`config.mk`:
```
export PLATFORM = sky130hd
export DESIGN_NAME = keypad_scanner
export DESIGN_NICKNAME = d
export VERILOG_FILES = /design/src/rtl/keypad_pkg.sv /design/src/rtl/sync2.sv /design/src/rtl/keypad_scanner.sv
export SDC_FILE = /design/constraint.sdc
export NUM_CORES = 1
export LEC_CHECK = 0
export CORE_ASPECT_RATIO = 0.6
export CORE_MARGIN = 3
export CORE_UTILIZATION = 55
export DETAILED_ROUTE_END_ITERATION = 7
export PLACE_DENSITY = 0.76
export SYNTH_ARGS = -nofsm -noshare
export SYNTH_HDL_FRONTEND = slang
export SYNTH_SLANG_ARGS = --single-unit
export TNS_END_PERCENT = 5
```
`constraint.sdc`:
```
create_clock -name clk -period 3.9 [get_ports clk]
set_clock_uncertainty 0.05 [all_clocks]
set_input_delay 0.975 -clock clk [delete_from_list [all_inputs] [get_ports clk]]
set_output_delay 0.975 -clock clk [all_outputs]
set_load 0.005 [all_outputs]
```
`src/rtl/keypad_pkg.sv`:
```
// Shared types, key codes and lookup helpers for the keypad scanner.
package keypad_pkg;

  typedef enum logic [2:0] {
    SCAN,
    DEBOUNCE,
    PRESS,
    HOLD,
    RELEASE
  } state_e;

  localparam logic [3:0] KEY_0    = 4'd0;
  localparam logic [3:0] KEY_1    = 4'd1;
  localparam logic [3:0] KEY_2    = 4'd2;
  localparam logic [3:0] KEY_3    = 4'd3;
  localparam logic [3:0] KEY_4    = 4'd4;
  localparam logic [3:0] KEY_5    = 4'd5;
  localparam logic [3:0] KEY_6    = 4'd6;
  localparam logic [3:0] KEY_7    = 4'd7;
  localparam logic [3:0] KEY_8    = 4'd8;
  localparam logic [3:0] KEY_9    = 4'd9;
  localparam logic [3:0] KEY_A    = 4'd10;
  localparam logic [3:0] KEY_B    = 4'd11;
  localparam logic [3:0] KEY_C    = 4'd12;
  localparam logic [3:0] KEY_D    = 4'd13;
  localparam logic [3:0] KEY_STAR = 4'd14;
  localparam logic [3:0] KEY_HASH = 4'd15;

  function automatic logic [3:0] key_code(
    input logic [1:0] r,
    input logic [1:0] c
  );
    logic [3:0] k;
    k = KEY_0;
    case ({r, c})
      4'h0: k = KEY_1;
      4'h1: k = KEY_2;
      4'h2: k = KEY_3;
      4'h3: k = KEY_A;
      4'h4: k = KEY_4;
      4'h5: k = KEY_5;
      4'h6: k = KEY_6;
      4'h7: k = KEY_B;
      4'h8: k = KEY_7;
      4'h9: k = KEY_8;
      4'hA: k = KEY_9;
      4'hB: k = KEY_C;
      4'hC: k = KEY_STAR;
      4'hD: k = KEY_0;
      4'hE: k = KEY_HASH;
      4'hF: k = KEY_D;
      default: k = KEY_0;
    endcase
    return k;
  endfunction

  // Lowest-numbered active-low row wins when several are pressed.
  function automatic logic [1:0] low_row(
    input logic [3:0] rows
  );
    logic [1:0] r;
    r = 2'd3;
    priority case (1'b1)
      !rows[0]: r = 2'd0;
      !rows[1]: r = 2'd1;
      !rows[2]: r = 2'd2;
      default:  r = 2'd3;
    endcase
    return r;
  endfunction

endpackage

```
`src/rtl/sync2.sv`:
```
// Generic-width two-flop synchroniser with a selectable reset value.
module sync2 #(
  parameter int           W       = 1,
  parameter logic [W-1:0] RST_VAL = '0
) (
  input  logic         clk,
  input  logic         rst_n,
  input  logic [W-1:0] d_i,
  output logic [W-1:0] q_o
);

  logic [W-1:0] s1_q;
  logic [W-1:0] s2_q;

  always_ff @(posedge clk) begin
    if (!rst_n) begin
      s1_q <= RST_VAL;
      s2_q <= RST_VAL;
    end else begin
      s1_q <= d_i;
      s2_q <= s1_q;
    end
  end

  assign q_o = s2_q;

endmodule

```
`src/rtl/keypad_scanner.sv`:
```
// 4x4 matrix keypad scanner with debounce and key encoding.
// Optional auto-repeat while held: define KEYPAD_REPEAT_EN.
module keypad_scanner
  import keypad_pkg::*;
#(
  parameter int SCAN_DIV        = 1000,
  parameter int DEBOUNCE_CYCLES = 20000,
  parameter int REPEAT_CYCLES   = 5000000
) (
  input  logic       clk,
  input  logic       reset,
  input  logic [3:0] row,
  output logic [3:0] col,
  output logic [3:0] tecla,
  output logic       ready,
  output logic       key_held
);

  localparam int CMAX = (SCAN_DIV > DEBOUNCE_CYCLES)
                      ? SCAN_DIV : DEBOUNCE_CYCLES;
  localparam int CW   = $clog2(CMAX) + 1;

  localparam logic [CW-1:0] SCAN_LAST = CW'(SCAN_DIV - 1);
  localparam logic [CW-1:0] DB_LAST   = CW'(DEBOUNCE_CYCLES - 1);

  state_e        state_q, state_d;
  logic [CW-1:0] cnt_q, cnt_d;
  logic [1:0]    cidx_q, cidx_d;
  logic [1:0]    ridx_q, ridx_d;
  logic [3:0]    code_q, code_d;
  logic [3:0]    tecla_q, tecla_d;
  logic          held_q, held_d;

  logic [3:0]    row_s;
  logic          row_hi;
  logic [1:0]    hit_row;

  sync2 #(
    .W       (4),
    .RST_VAL (4'hF)
  ) u_sync (
    .clk   (clk),
    .rst_n (reset),
    .d_i   (row),
    .q_o   (row_s)
  );

  assign row_hi  = row_s[ridx_q];
  assign hit_row = low_row(row_s);

  always_comb begin
    state_d = state_q;
    cnt_d   = cnt_q;
    cidx_d  = cidx_q;
    ridx_d  = ridx_q;
    code_d  = code_q;
    tecla_d = tecla_q;
    held_d  = held_q;
    unique case (state_q)
      SCAN: begin
        if (cnt_q == SCAN_LAST) begin
          cnt_d = '0;
          if (row_s != 4'hF) begin
            ridx_d  = hit_row;
            code_d  = key_code(hit_row, cidx_q);
            state_d = DEBOUNCE;
          end else begin
            cidx_d = cidx_q + 2'd1;
          end
        end else begin
          cnt_d = cnt_q + 1'b1;
        end
      end
      DEBOUNCE: begin
        if (row_hi) begin
          cnt_d   = '0;
          cidx_d  = cidx_q + 2'd1;
          state_d = SCAN;
        end else if (cnt_q == DB_LAST) begin
          // Load tecla now so it is valid during the ready cycle.
          cnt_d   = '0;
          tecla_d = code_q;
          held_d  = 1'b1;
          state_d = PRESS;
        end else begin
          cnt_d = cnt_q + 1'b1;
        end
      end
      PRESS: begin
        state_d = HOLD;
      end
      HOLD: begin
        if (row_hi) begin
          cnt_d   = '0;
          state_d = RELEASE;
        end
      end
      RELEASE: begin
        if (!row_hi) begin
          cnt_d   = '0;
          state_d = HOLD;
        end else if (cnt_q == DB_LAST) begin
          cnt_d   = '0;
          held_d  = 1'b0;
          cidx_d  = cidx_q + 2'd1;
          state_d = SCAN;
        end else begin
          cnt_d = cnt_q + 1'b1;
        end
      end
      default: begin
        state_d = SCAN;
      end
    endcase
  end

  always_ff @(posedge clk) begin
    if (!reset) begin
      state_q <= SCAN;
      cnt_q   <= '0;
      cidx_q  <= '0;
      ridx_q  <= '0;
      code_q  <= '0;
      tecla_q <= '0;
      held_q  <= 1'b0;
    end else begin
      state_q <= state_d;
      cnt_q   <= cnt_d;
      cidx_q  <= cidx_d;
      ridx_q  <= ridx_d;
      code_q  <= code_d;
      tecla_q <= tecla_d;
      held_q  <= held_d;
    end
  end

`ifdef KEYPAD_REPEAT_EN
  localparam int RW = $clog2(REPEAT_CYCLES) + 1;
  localparam logic [RW-1:0] REP_LAST = RW'(REPEAT_CYCLES - 1);

  logic [RW-1:0] rep_q, rep_d;
  logic          rep_hit;

  assign rep_hit = (state_q == HOLD) && (rep_q == REP_LAST);

  // Held at zero outside HOLD, so every entry to HOLD starts afresh.
  always_comb begin
    rep_d = '0;
    if (state_q == HOLD && !rep_hit) begin
      rep_d = rep_q + 1'b1;
    end
  end

  always_ff @(posedge clk) begin
    if (!reset) begin
      rep_q <= '0;
    end else begin
      rep_q <= rep_d;
    end
  end

  assign ready = (state_q == PRESS) || rep_hit;
`else
  assign ready = (state_q == PRESS);
`endif

  assign col      = ~(4'b0001 << cidx_q);
  assign tecla    = tecla_q;
  assign key_held = held_q;

endmodule

```
==> impl_metrics.tcl, run 1 <==
set metrics [dict create \
    status "complete, no violations" \
    gp_routability_congestion 0.881 \
    hold_path_class "reg2reg" \
    clock_latency_ps 290 \
    worstPathArrival_ps 1870 \
    cts_hold_buf 0 \
    crit_type "reg2out" \
    grt_pass1_wl_um 7290 \
    cts_tree "yes" \
    grt_usage 0.205 \
    core_sq_um 3460 \
    timing_worst_slew_pin_value_ps 804 \
    cts_root_buf "clkbuf_8" \
    die-area_sq_um 4630 \
    antenna_cells 0 \
    grt_pass1_vias 1493 \
    cellPowerDensity_nw_per_um2 315 \
    die_h_um 53.9 \
    tns_ps 0 \
    slew_viol_final 0 \
    io_buffers 15 \
    wl_per_cell_um 14.1 \
    antenna_found_initial 0 \
    critical_path.top_delay_family "buffers and inverters" \
    start_kind "flop" \
    syn-num-nets 261 \
    grt.overflow.total 0 \
    hpwl_um 3210 \
    via_per_inst 5.95 \
    drtPass1Iterations 5 \
    cts_buffers 5 \
    crit_buf_inv 2 \
    finalCritPeriodShare 0.742 \
    cts_max_level 2 \
    syn_area_sq_um 2100 \
    synth_top_flop_cell "dfxtp_1" \
    worst-path-max-fanout 14 \
    wirelength_um 4340 \
    drt_iter0_drc 244 \
    die_w_um 85.9 \
    p_leak_nw 0.867 \
    drc 0 \
    placed_cell_area_sq_um 2280 \
    synth_cell_types 48 \
    synth-seq-area-share 0.380 \
    cts.sink_count 40 \
    cp-end-kind "output pin" \
    dr_total_vias 1826 \
    synthCells 248 \
    critPathMaxStageDelay_ps 640 \
    critical_path_depth 3 \
    clock.fmax_mhz 346 \
    layout-drive-gt1-share 0.0802 \
    grt_max_degree 20 \
    avgSynthCellArea_sq_um 8.49 \
    ir_drop_v 0.000302 \
    rr_worst_depth 7 \
    final.min_clock_period_ps 2890 \
    async_reset_ff_frac 0 \
    io_pins 16 \
    required_ps 2870 \
    ys_seq_elements 40 \
    setup_violations 0 \
    synthToLayoutAreaGrowth_pct 13.1 \
    cts_resized 0 \
    synth-edff-count 0 \
    power.total_w 0.000749 \
    rsz0062_at_grt "false" \
    clock_path_buffers 2 \
    drv_cap 0 \
    hold_path_depth 1 \
    dp_cells 299 \
    cts_setup_buffers 0 \
    rows 16 \
    clk_pin_slew_ps 80 \
    critPathSlowestCell "dfxtp_1" \
    final_core_util 0.688 \
    post_layout_nonfiller_instances 307 \
    start_util 0.608 \
    antenna_left 0 \
    design_area_sq_um 2380 \
    ys_warn_count 0 \
    nNetsFinal 274 \
    hold_violations 0 \
    cp_cell_sequence "inv_1 -> nor3_1 -> clkdlybuf4s50_1" \
    maxSlewHeadroom 0.464 \
]
==> metal layers <==
layer,vias up,GRT usage,wire length [um]
li1,913,-,-
met1,824,0.334,2330
met2,82,0.260,1560
met3,7,0.0505,404
met4,0,0.0395,40
met5,-,0,0
==> path summary, 6_finish.rpt <==
path                  start            end  slack (ps)
min          u_sync.s1_q[0]  u_sync.q_o[0]         360
min reg2reg  u_sync.s1_q[0]  u_sync.q_o[0]         360
max              state_q[1]          ready        1010
max reg2reg        cnt_q[0]       cnt_q[3]        1190
==> power breakdown <==
group | leakage, nW | switching, W | total, W | internal [W]
registers | 0.325 | 0.00000701 | 0.000422 | 0.000415
clock network | 0.0434 | 0.000148 | 0.000291 | 0.000143
logic | 0.499 | 0.0000194 | 0.0000365 | 0.0000171
==> logic make-up (layout without fill, tap and decap cells) <==
group,after synthesis,after routing,synth area share
buffers and inverters,22,36,0.0416
muxes,12,12,0.0630
xor gates and xnor gates,8,8,0.0333
adders and majority gates,7,7,0.0416
AOI/OAI and AO/OA,40,40,0.132
DFF,40,40,0.381
and+or+nand+nor,119,119,0.308
==> final cells by class <==
| type | count | area [sq um] |
|---|---|---|
| Inverter | 10 | 37.5 |
| Fill cell | 285 | 1080 |
| Multi-Input combinational cell | 186 | 1220 |
| Tap cell | 45 | 56.3 |
| Clock buffer | 6 | 82.6 |
| Clock inverter | 2 | 15.0 |
| Sequential cell | 40 | 801 |
| Timing Repair Buffer | 18 | 173 |
==> sequential cells by signal, summed over array words and instances, names as in the netlist <==
register	count
u_sync.q_o	4
key_held	1
cnt_q	16
state_q	3
code_q	4
ridx_q	2
cidx_q	2
u_sync.s1_q	4
tecla	4
==> cells in the mapped netlist, drive strengths merged (2+ instances only) <==
library cell,number,share of area
or4,3,0.012
and2,2,0.0059
o221ai,3,0.012
mux2i,11,0.052
nor2,26,0.046
nor3,14,0.044
inv,10,0.018
a21oi,13,0.033
xnor2,2,0.0083
dfxtp,40,0.38
and3,4,0.012
ha,7,0.042
clkbuf,9,0.016
nand4,7,0.021
nand2,25,0.045
nor2b,3,0.0089
a22oi,2,0.0071
nand2b,9,0.027
xor2,6,0.025
o22ai,2,0.0059
nand3b,2,0.013
nand3,17,0.040
a211oi,2,0.0071
nor4,4,0.019
o21ai,7,0.017
buf,3,0.0077
==> metrics by stage <==
stage	hold slack, ps	worst slack [ps]
final	359	1010
after global routing	378	883
after CTS	360	1030
after detailed placement	342	1060
after global placement	342	1070
after floorplan	336	1640
==> placed cells by master, fill, tap and decap left out, drive strengths merged, types with 6 or more instances in the layout <==
master and instances:
o21ai 7, a21oi 13, nand3 17, ha 7, nand4 7, nor3 14
dfxtp 40, xor2 6, mux2i 11, clkdlybuf4s50 15, clkbuf 6, nand2b 9
nand2 25, inv 10, nor2 26
No activity file was read; power rests on OpenSTA's default activity.
==> inputs of run 2 (changes only) <==
- clock period: 3.9 -> 2.92 ns (I/O delays scaled with it)
==> run 2 against run 1 <==
Compared with the run above:
- design area is essentially flat
- setup slack lost 730 ps
- cell count shrank 0.33%
==> impl_metrics.tcl, run 2 (same netlist as run 1, synthesis figures left out) <==
set metrics [dict create \
    layout-drive-gt1-share 0.0766 \
    rsz0062_at_grt "false" \
    cts_buffers 5 \
    rows 16 \
    grt_max_degree 17 \
    power.total_w 0.000998 \
    largest_reg_flops 16 \
    met1_usage 0.343 \
    grt.overflow.total 0 \
    drtPass1Iterations 4 \
    cp-startpoint "cnt_q[0]" \
    cts.sink_count 40 \
    status "complete, no violations" \
    io_pins 16 \
    rr_worst_depth 6 \
    hold_path_class "reg2reg" \
    cp-end-kind "flop" \
    antenna_cells 0 \
    clock_path_buffers 2 \
    r2r_setup_slack_ps 280 \
    grt_usage 0.217 \
    cts_setup_buffers 0 \
    drc 0 \
    required_ps 3040 \
    dp_slack_ps 359 \
    clock.fmax_mhz 379 \
    via_per_inst 5.80 \
    final_common_cell "dfxtp_1" \
    setup_violations 0 \
    grt_pass1_wl_um 7800 \
    drt_iter0_drc 228 \
    grt.busiest_layer "met1" \
    use_met3 0.0612 \
    fin_ws_ps 281 \
    io_buffers 15 \
    cts_root_buf "clkbuf_8" \
    die_h_um 53.9 \
    cp-endpoint "cnt_q[3]" \
    cts_hold_buf 0 \
    drv_cap 0 \
    r2r_start "cnt_q[0]" \
    worst-path-max-fanout 9 \
    grt_use_met2 0.275 \
    clock_latency_ps 290 \
    worstPathArrival_ps 2760 \
    maxSlewHeadroom 0.447 \
    r2r_end "cnt_q[3]" \
    ir_drop_v 0.000283 \
    final.min_clock_period_ps 2640 \
    tns_ps 0 \
    final_cell_mix "40 x dfxtp_1, 26 x nor2_1, 25 x nand2_1, 17 x nand3_1, 15 x clkdlybuf4s50_1" \
    wl_per_cell_um 14.6 \
    synthToLayoutAreaGrowth_pct 13.1 \
    top_register "cnt_q" \
    final_core_util 0.687 \
    antenna_found_initial 0 \
    gp_routability_congestion 0.930 \
    start_util 0.608 \
    hold_violations 0 \
    cellPowerDensity_nw_per_um2 419 \
    cts_resized 0 \
    dr_total_vias 1776 \
    timing_worst_slew_pin_value_ps 824 \
    nNetsFinal 274 \
    grt_pass1_vias 1624 \
    cts_tree "yes" \
    die-area_sq_um 4630 \
    start_kind "flop" \
    slew_viol_final 0 \
    die_w_um 85.9 \
    p_leak_nw 0.874 \
    clk_pin_slew_ps 70 \
    hpwl_um 3350 \
    finalCritPeriodShare 0.904 \
    cts_max_level 2 \
    wirelength_um 4470 \
    crit_type "reg2reg" \
    core_sq_um 3460 \
    antenna_left 0 \
]
run 2: cell type report:
type | count | area, sq um
Timing Repair Buffer | 18 | 173
Tap cell | 45 | 56.3
Multi-Input combinational cell | 186 | 1220
Fill cell | 290 | 1080
Inverter | 10 | 37.5
Clock buffer | 7 | 96.3
Sequential cell | 40 | 801
run 2: worst max-delay path: stages, from the launching register on:
cell and delay [ps]:
dfxtp_1 370, ha_1 290, or4b_4 520, o41ai_1 500, nor3_1 250, nor3_4 400
o22ai_1 140
run 2: power breakdown:
part	total, W	leakage (nW)	internal, W	switching [W]
registers	0.000563	0.325	0.000554	0.00000897
logic	0.0000480	0.499	0.0000226	0.0000254
clock network	0.000387	0.0503	0.000210	0.000177
total	0.000998	0.874	0.000787	0.000211
run 2: worst min-delay path by stage:
stage | cells after the start | end | startpoint | slack, ps
floorplan | 1 | u_sync.q_o[0] | u_sync.s1_q[0] | 340
global placement | 1 | u_sync.q_o[1] | u_sync.s1_q[1] | 340
detailed placement | 1 | u_sync.q_o[2] | u_sync.s1_q[2] | 340
CTS | 1 | u_sync.q_o[2] | u_sync.s1_q[2] | 360
global route | 1 | u_sync.q_o[2] | u_sync.s1_q[2] | 370
finish | 1 | u_sync.q_o[2] | u_sync.s1_q[2] | 360
run 2: per-stage QoR:
stage / area, sq um / hold slack [ps] / std cells
after floorplan: 2100 / 336 / 248
after global placement: 2280 / 339 / 299
after detailed placement: 2280 / 344 / 299
after CTS: 2380 / 361 / 306
after global routing: 2380 / 371 / 306
final: 2380 / 358 / 306
run 2: layer usage:
layer / up-vias / share of wire
li1: 911 / -
met1: 785 / 0.55
met2: 75 / 0.34
met3: 5 / 0.096
met4: 0 / 0.0087
met5: - / 0
==> inputs of run 3 (changes only) <==
- SETUP_SLACK_MARGIN: default -> 0.05
==> results of run 3 <==
The final DEF is identical to that of run 2; final timing and power are the same.
